**src/rtl/conv_pkg.sv**
```systemverilog
// Shared state, command and acknowledge encodings for the convolution layer
// sequencer and the input interface that answers its commands.
package conv_pkg;

    typedef enum logic [2:0] {
        ST_IDLE    = 3'd0,
        ST_PRELOAD = 3'd1,
        ST_SHIFT   = 3'd2,
        ST_LOAD    = 3'd3,
        ST_OUT     = 3'd4,
        ST_DONE    = 3'd5
    } state_e;

    typedef enum logic [1:0] {
        CMD_IDLE    = 2'd0,
        CMD_PRELOAD = 2'd1,
        CMD_SHIFT   = 2'd2,
        CMD_LOAD    = 2'd3
    } in_cmd_e;

    typedef enum logic [1:0] {
        ACK_IDLE        = 2'd0,
        ACK_PRELOAD_FIN = 2'd1,
        ACK_SHIFT_FIN   = 2'd2,
        ACK_LOAD_FIN    = 2'd3
    } in_ack_e;

    // Counter width for n steps; a single-step counter still gets one bit.
    function automatic int ctr_width(input int n);
        return (n > 1) ? $clog2(n) : 1;
    endfunction

endpackage

```
**src/rtl/conv_step_counter.sv**
```systemverilog
// Step counter over 0..MAX-1: clear wins over increment, and an increment
// on the last value wraps to zero.
module conv_step_counter
    import conv_pkg::*;
#(
    parameter  int MAX = 4,
    localparam int W   = ctr_width(MAX)
) (
    input  logic         clk,
    input  logic         rst_n,
    input  logic         inc_i,
    input  logic         clr_i,
    output logic [W-1:0] count_o,
    output logic         last_o
);

    logic [W-1:0] count_q;
    logic [W-1:0] count_d;

    assign last_o  = (count_q == W'(MAX - 1));
    assign count_o = count_q;

    always_comb begin
        count_d = count_q;
        if (clr_i) begin
            count_d = '0;
        end else if (inc_i) begin
            count_d = last_o ? '0 : count_q + W'(1);
        end
    end

    always_ff @(posedge clk or negedge rst_n) begin
        if (!rst_n) begin
            count_q <= '0;
        end else begin
            count_q <= count_d;
        end
    end

endmodule

```
**src/rtl/conv_layer_sequencer.sv**
```systemverilog
// Walks an image through preload / shift / load / output passes, issuing a
// one-cycle command on each state entry and waiting on the matching ack.
module conv_layer_sequencer
    import conv_pkg::*;
#(
    parameter  int NUM_WEIGHT = 4,
    parameter  int NUM_SHIFT  = 6,
    parameter  int NUM_BLOCK  = 1,
    localparam int WW = ctr_width(NUM_WEIGHT),
    localparam int SW = ctr_width(NUM_SHIFT),
    localparam int BW = ctr_width(NUM_BLOCK)
) (
    input  logic          clk,
    input  logic          rst_n,
    input  logic          enable_i,
    input  logic          start_i,
    input  logic          abort_i,
    input  logic [1:0]    in_ack_i,
    input  logic          out_ready_i,
    output logic [1:0]    in_cmd_o,
    output logic [2:0]    state_o,
    output logic [WW-1:0] weight_idx_o,
    output logic [SW-1:0] shift_idx_o,
    output logic [BW-1:0] block_idx_o,
    output logic          out_valid_o,
    output logic          busy_o,
    output logic          done_o
);

    state_e  state_q, state_d;
    in_cmd_e inCmd_q, inCmd_d;
    logic    weightInc, shiftInc, blockInc, clrAll;
    logic    weightLast, shiftLast, blockLast;

    conv_step_counter #(.MAX(NUM_WEIGHT)) u_weight (
        .clk(clk), .rst_n(rst_n), .inc_i(weightInc), .clr_i(clrAll),
        .count_o(weight_idx_o), .last_o(weightLast)
    );

    conv_step_counter #(.MAX(NUM_SHIFT)) u_shift (
        .clk(clk), .rst_n(rst_n), .inc_i(shiftInc), .clr_i(clrAll),
        .count_o(shift_idx_o), .last_o(shiftLast)
    );

    conv_step_counter #(.MAX(NUM_BLOCK)) u_block (
        .clk(clk), .rst_n(rst_n), .inc_i(blockInc), .clr_i(clrAll),
        .count_o(block_idx_o), .last_o(blockLast)
    );

    // Abort overrides everything; otherwise every transition also needs enable.
    always_comb begin
        state_d   = state_q;
        inCmd_d   = CMD_IDLE;
        weightInc = 1'b0;
        shiftInc  = 1'b0;
        blockInc  = 1'b0;
        clrAll    = 1'b0;
        if (abort_i) begin
            state_d = ST_IDLE;
            clrAll  = 1'b1;
        end else begin
            case (state_q)
                ST_IDLE: begin
                    if (enable_i && start_i) begin
                        state_d = ST_PRELOAD;
                        inCmd_d = CMD_PRELOAD;
                        clrAll  = 1'b1;
                    end
                end
                ST_PRELOAD: begin
                    if (enable_i && in_ack_i == ACK_PRELOAD_FIN) begin
                        state_d = ST_SHIFT;
                        inCmd_d = CMD_SHIFT;
                    end
                end
                ST_SHIFT: begin
                    if (enable_i && in_ack_i == ACK_SHIFT_FIN) begin
                        weightInc = 1'b1;
                        if (weightLast) begin
                            state_d = ST_OUT;
                        end else begin
                            inCmd_d = CMD_SHIFT;
                        end
                    end
                end
                ST_LOAD: begin
                    if (enable_i && in_ack_i == ACK_LOAD_FIN) begin
                        state_d = ST_SHIFT;
                        inCmd_d = CMD_SHIFT;
                    end
                end
                ST_OUT: begin
                    if (enable_i && out_ready_i) begin
                        if (!shiftLast) begin
                            shiftInc = 1'b1;
                            state_d  = ST_LOAD;
                            inCmd_d  = CMD_LOAD;
                        end else if (!blockLast) begin
                            shiftInc = 1'b1;
                            blockInc = 1'b1;
                            state_d  = ST_PRELOAD;
                            inCmd_d  = CMD_PRELOAD;
                        end else begin
                            clrAll  = 1'b1;
                            state_d = ST_DONE;
                        end
                    end
                end
                ST_DONE: begin
                    if (enable_i) begin
                        state_d = ST_IDLE;
                    end
                end
                default: begin
                    state_d = ST_IDLE;
                    clrAll  = 1'b1;
                end
            endcase
        end
    end

    always_ff @(posedge clk or negedge rst_n) begin
        if (!rst_n) begin
            state_q <= ST_IDLE;
            inCmd_q <= CMD_IDLE;
        end else begin
            state_q <= state_d;
            inCmd_q <= inCmd_d;
        end
    end

    assign in_cmd_o    = inCmd_q;
    assign state_o     = state_q;
    assign out_valid_o = (state_q == ST_OUT);
    assign busy_o      = (state_q != ST_IDLE);
    assign done_o      = (state_q == ST_DONE);

endmodule

```
**config.mk**
```make
export PLATFORM = sky130hd
export DESIGN_NAME = conv_layer_sequencer
export DESIGN_NICKNAME = d
export VERILOG_FILES = /design/src/rtl/conv_pkg.sv /design/src/rtl/conv_step_counter.sv /design/src/rtl/conv_layer_sequencer.sv
export SDC_FILE = /design/constraint.sdc
export NUM_CORES = 1
export LEC_CHECK = 0
export CORE_MARGIN = 2
export CORE_UTILIZATION = 45
export CTS_BUF_LIST = sky130_fd_sc_hd__clkbuf_16
export DETAILED_ROUTE_END_ITERATION = 16
export PLACE_DENSITY = 0.87
export SYNTH_ARGS = -nofsm -noshare
export SYNTH_HDL_FRONTEND = slang
export SYNTH_SLANG_ARGS = --single-unit
```
**constraint.sdc**
```tcl
create_clock -name clk -period 1.5 [get_ports clk]
set_input_delay 0.15 -clock clk [delete_from_list [all_inputs] [get_ports clk]]
set_output_delay 0.15 -clock clk [all_outputs]
set_load 0.03 [all_outputs]
```
-- Yosys cells after proc, flatten, opt, wreduce, memory -nomap -nowiden
Index checks and enable logic that the tools add are counted.
- bits in registers: 11
- bits of input ports: 8
- output and inout bits: 14
- word-level logic and storage cells: 85
- $add $sub $neg: 3
- equality and inequality tests: 17
- multiplexer cells: 48
- reductions and logical operators: 12
- operators with widths (cell ; number):
    3-bit two-way mux ; 13
    1-bit two-way mux ; 22
    2-bit two-way mux ; 10
    3-bit case mux with 6 select lines ; 1
    3-bit != test, second input constant ; 5
    2-bit case mux with 5 select lines ; 1
    3-bit equality test, second input constant ; 3
    7-bit AND reduction ; 1
    2-bit equality test, second input constant ; 3
    3-bit by 2-bit equality test with 1-bit output, second input constant ; 2
    3-bit by 2-bit != test with 1-bit output, second input constant ; 2
    2-bit nonzero test ; 3
    1-bit logical AND ; 5
    4-bit OR reduction ; 1
    3-bit by 1-bit adder with 3-bit output, second input constant ; 1
    3-bit by 1-bit equality test with 1-bit output, second input constant ; 1
    3-bit logical NOT ; 1
    1-bit case mux with 3 select lines ; 1
    3-bit nonzero test ; 1
    2-bit by 1-bit adder with 2-bit output, second input constant ; 1
    2-bit by 1-bit equality test with 1-bit output, second input constant ; 1
    1-bit adder, second input constant ; 1

-- Longest topological paths before layout
- depth after elaboration: 7
- depth in mapped cells: 5
- mapped depth without buffers: 5

-- By module
From an unflattened synthesis, not the netlist that was laid out.
- cell total of the unflattened synthesis: 81
- area total of the unflattened synthesis: 744.5 sq um
- modules (own cells, without submodules) (module ; instances ; cells an instance ; area an instance (sq um) ; seq. area each (sq um)):
    conv_layer_sequencer ; 1 ; 57 ; 474.2 ; 125.1
    conv_step_counter (u_shift) ; 1 ; 12 ; 147.6 ; 75.1
    conv_step_counter (u_weight) ; 1 ; 8 ; 100.1 ; 50.0
    conv_step_counter (u_block) ; 1 ; 4 ; 22.5 ; 0.0

-- Worst setup path before layout
No wires, ideal clock.
- path kind: reg-to-reg
- start point: register state_q[1] (netlist: state_o[1])
- end point: register state_q[1] (netlist: state_o[1])
- library setup time: 0.094 ns
- data arrival time: 1.488 ns
- required time: 1.406 ns
- path slack: -0.082 ns
- stages on the path, launching flop included: 5
- buffers on the path: 0
- clock period less this slack: 1.582 ns
- path through: dfrtp_1 nand2b_1 nor2_1 nand2_1 a211oi_1
- word-level cells in the longest chain between the ends: 3
- elaborated cells on any way between the ends: 16
- those cells by class: eq/ne (12); mux (2); reduce/logical (2)
- ends and longest elaborated chain (item ; RTL line ; source):
    from (decl) ; conv_layer_sequencer.sv:30 ; state_e state_q, state_d;
    from (signal assigned) ; conv_layer_sequencer.sv:127 ; state_q <= state_d;
    3-bit equality test (*) ; - ;
    via out_valid_o ; conv_layer_sequencer.sv:25 ; output logic out_valid_o,
    3-bit by 2-bit != test with 1-bit output (no line) / 3-bit case mux with 6 select lines (equally long branches) ; - ;
    7-bit AND reduction (no line) / 3-bit two-way mux (equally long branches) ; - ;
Mark *: on every way through the listed nets, which the timed path passes. The rest lies on a longest branch.
A chain may end at the register's enable or synchronous reset.

-- Worst setup path after layout
- start point: register state_q[2] (netlist: state_o[2])
- end point: output done_o
- word-level cells in the longest chain between the ends: 1
- ends and longest elaborated chain (item ; RTL line ; source):
    3-bit equality test ; conv_layer_sequencer.sv:136 ; assign done_o = (state_q == ST_DONE);
    to (decl) ; conv_layer_sequencer.sv:27 ; output logic done_o
No other way between the ends.

==> results <==
- The tightest hold path in the finished design has a slack of 0.225 ns.
- From left edge to right edge, the die measures 43.9 µm.
- The flow ran to the end, and the final reports show no timing, DRC or antenna violations.
- The slowest library cell on the worst path is sky130_fd_sc_hd__dfrtp_2.
- The number of failing setup endpoints in the final timing report is 0.
- The internal cell power is 880 µW.
- Setup repair after global routing left no endpoint under its margin.
- The register-to-register path setup slack is 0.06 ns.
- The worst setup path is launched from a flop.
- sky130_fd_sc_hd__dfrtp_1 is the most common cell in the netlist.
- The via count of the first global-routing pass was 688.
- The peak supply drop is 0.699 mV.
- The distinct cell type count after synthesis is 37.
- Of the total power, combinational logic draws 42.0%.
- The tree is rooted in a sky130_fd_sc_hd__clkbuf_16.
- The final critical-path share of the clock period is 97.3%.
- The worst-case clock skew is 0.00451 ns.
- Net switching is 35.4% of the power.
- The number of clock sinks is 10.
- Clock-pin slew was measured on the worst setup and hold paths at 0.04 ns.
- The critical path's most frequent cell is sky130_fd_sc_hd__buf_6.
- Once detail routing completed, the nets flagged for antenna violations numbered 0.
- In the post-synthesis netlist, the biggest area contributors are sky130_fd_sc_hd__dfrtp_1 35%, sky130_fd_sc_hd__a21oi_1 4.9%, sky130_fd_sc_hd__nand2_1 3.7%.
- The area enclosed by the die boundary is 0.00193 mm².
- At the end of routability-driven placement, the weighted congestion stood at 0.818.
- The total clock buffers created by CTS is 3.
- Entering global routing, the biggest net connects 16 pins.
- In the synthesized netlist, the number of instances is 78.
- The critical path in this run is classified as flop to output port.
- The CTS tree is built.
- The area of the core is 0.00151 mm².
- The top achievable clock speed is 686 MHz.
- The relative contribution of the clock network to total power is 34.2%.
- The leakage power is 0.477 nW.
- Global routing consumed, over all layers together, 21.2% of the routing resources.
- The number of antenna diodes in the final layout is 0.
- In the routed design, unresolved DRC markers number 0.
- The number of cells on the worst reg-to-reg path is 4.
- For this design the total switching power over the nets is 483 µW.
- Data on the critical path arrives at its endpoint at 1.31 ns.
- The port buffer count is 20.
- The number of hold-slack violations in the final timing report was 0.
- The cell taking the most area after synthesis is sky130_fd_sc_hd__dfrtp_1.
- The class of the worst hold path is input pin to asynchronous set/reset pin.
- Measured on the finished design, the core utilization comes to 71.1%.
- The number of detailed-route iterations in the first pass is 4.
- The highest net fanout along the worst path is 13.
- The startpoint of the most critical register-to-register path is state_o[0]$_DFFE_PN0P_.
- The layout-stage area growth over the synthesis result is 49.4%.
- The post-route minimum period is 1.46 ns.
- The sequential cell fraction of total power is 23.8%.
- The clock passes through at most 2 buffers.
- The power per unit of standard cell area is 1270 mW/mm².
- Wires add up to 1.77 mm.
- The end of the worst register-to-register path is u_shift.count_o[2]$_DFFE_PN0P_.
- The required time at the endpoint of the critical path is 1.35 ns.
- In the synthesized netlist the async set-or-reset flop fraction comes to 100%.
- The fraction of final layout cells with drive strength greater than 1 is 26.4%.
- The number of antenna violations at the first check in global routing is 0.
- The post-synthesis sequential element count is 10.
- For this run, the leading register cell type out of synthesis is sky130_fd_sc_hd__dfrtp_1.
- The HPWL after detailed placement is 1.34 mm.
- The residual overflow from global routing is 0.
- The clock insertion delay at the later pin of the skew report is 0.24 ns.
- The first global-routing pass estimated 2.99 mm of wire.
- The summed instance area of the synthesized netlist is 717 µm².
- Summing over every cut layer, the via total after detailed routing is 715.
- The mean instance size in the synthesized netlist is 9.19 µm².
- The number of levels in the clock H-tree is 1.
- Counting instances in the post-synthesis netlist gives the leading cell types as 10 x sky130_fd_sc_hd__dfrtp_1, 7 x sky130_fd_sc_hd__a21oi_1, 7 x sky130_fd_sc_hd__nand2_1, 7 x sky130_fd_sc_hd__nor2_1.
- Sequential cells were found to cover 34.9% of the synthesized design area.
- The synthesized netlist net count is 87.
- The number of nets in the finished design is 116.
- The worst setup path is captured at an output port.
- The top-area cell type share of the netlist area is 34.9%.
- The wire length per cell after detailed routing is 14.5 µm.
- Using the TritonRoute via totals, the vias-per-cell ratio works out to 5.86.
- The count of cells in the finished layout, fillers not included, comes to 122.
- The number of enable flip-flop cells after synthesis is 0.
- The number of max-slew violations in the final report is 0.
- The detailed router finished its first iteration with 19 violations.
- The number of maximum-capacitance violations is 0.
- From bottom edge to top edge, the die measures 43.9 µm.
- Row generation in the floorplan step produced 14 rows.
- The count of warnings emitted by yosys is 0.
- For this configuration, the core starts out at a cell density of 47.6%.
- The delay of the slowest cell on the worst path is 0.40 ns.
- In this run the count of I/O pins placed on the die edge is 22.
- The number of instances in the placed design is 118.
- The signal on the critical path passes through buf_6, nor2b_4, buf_6, and2_4, buf_6.
- In the final timing run, aggregate negative setup slack is 0 ns.
-- power groups by stage --
| stage | sequential (mW) | combinational [mW] | clock [mW] |
|---|---|---|---|
| after CTS | 0.321 | 0.554 | 0.477 |
| after global routing | 0.326 | 0.625 | 0.494 |
| after global placement | 0.320 | 0.564 | 0 |
| after detailed placement | 0.322 | 0.573 | 0 |
| after floorplan | 0.389 | 0.310 | 0 |
| final | 0.324 | 0.572 | 0.466 |
-- metal layers --
layer	vias to the layer above	GRT usage, %	routed length, µm
met5	-	0	0
met4	0	7.27	11
met3	3	7.50	99
met2	19	33.8	913
met1	353	26.6	741
li1	340	-	-
-- final cells by class --
type	count	area, µm²
multi-input combinational	61	438
timing repair buffer	29	274
inverter	2	7.51
clock buffer	3	75.1
tap	16	20.0
sequential	10	253
clock inverter	1	3.75
fill	119	435
-- per-stage QoR --
stage               power, mW  instance area, µm²  setup slack (ns)
CTS                      1.35                1060           0.00375
global placement        0.884                 968           -0.0357
detailed placement      0.895                 968           -0.0689
finish                   1.36                1070            0.0412
floorplan               0.699                 722            0.0218
global route             1.45                1070           0.00439
-- sequential cells by signal, indices dropped and copies added (netlist names) --
name / flops
u_weight.count_o: 2
u_shift.count_o: 3
in_cmd_o: 2
state_o: 3
-- cell families (layout without fill, tap and decap cells) --
group	after synthesis	count (layout)	synth area share, %
buffers and inverters	7	35	6.11
AO/OA/AOI/OAI	21	21	21.8
multiplexers	1	1	1.40
other	1	1	0.523
adder cells (fa/ha/maj)	1	1	1.74
XOR/XNOR	2	2	2.44
flip-flops	10	10	34.9
AND/OR/NAND/NOR	35	35	31.1
-- cells in the final DEF, fill, tap and decap left out, types with 2 or more instances in the layout --
cell type                          n
sky130_fd_sc_hd__nor2_1            6
sky130_fd_sc_hd__clkdlybuf4s50_1  12
sky130_fd_sc_hd__nand4b_1          2
sky130_fd_sc_hd__xor2_1            2
sky130_fd_sc_hd__clkbuf_16         3
sky130_fd_sc_hd__o21a_1            2
sky130_fd_sc_hd__a21oi_1           7
sky130_fd_sc_hd__dfrtp_2           2
sky130_fd_sc_hd__o211ai_1          2
sky130_fd_sc_hd__or3_1             3
sky130_fd_sc_hd__nand2_1           7
sky130_fd_sc_hd__nand3_1           2
sky130_fd_sc_hd__nand2b_1          3
sky130_fd_sc_hd__buf_4             6
sky130_fd_sc_hd__nand3b_1          3
sky130_fd_sc_hd__buf_6             5
sky130_fd_sc_hd__dlygate4sd2_1     4
sky130_fd_sc_hd__o22a_1            2
sky130_fd_sc_hd__dfrtp_1           8
-- worst max-delay path by stage --
| stage | cells past startpoint | startpoint | to |
|---|---|---|---|
| after detailed placement | 5 | enable_i | u_shift.count_o[2]$_DFFE_PN0P_ |
| after CTS | 5 | state_o[2]$_DFFE_PN0P_ | done_o |
| after floorplan | 4 | state_o[1]$_DFFE_PN0P_ | u_shift.count_o[2]$_DFFE_PN0P_ |
| after global routing | 5 | state_o[1]$_DFFE_PN0P_ | done_o |
| after global placement | 5 | enable_i | u_shift.count_o[2]$_DFFE_PN0P_ |
| final | 5 | state_o[2]$_DFFE_PN0P_ | done_o |
-- worst max-delay path: cells and delay by family (launching register included) --
| family | cells | cell delay (ns) |
|---|---|---|
| simple gates | 2 | 0.29 |
| flops | 1 | 0.40 |
| buf+inv | 3 | 0.39 |
-- what timing repair did --
item	in CTS	in global routing
hold buffers	0	0
resized for setup	9	7
setup buffers	0	0
endpoints found under the setup margin	6	5
pin swaps	0	3
gates cloned	0	0
Power figures use the tool's default switching activity.
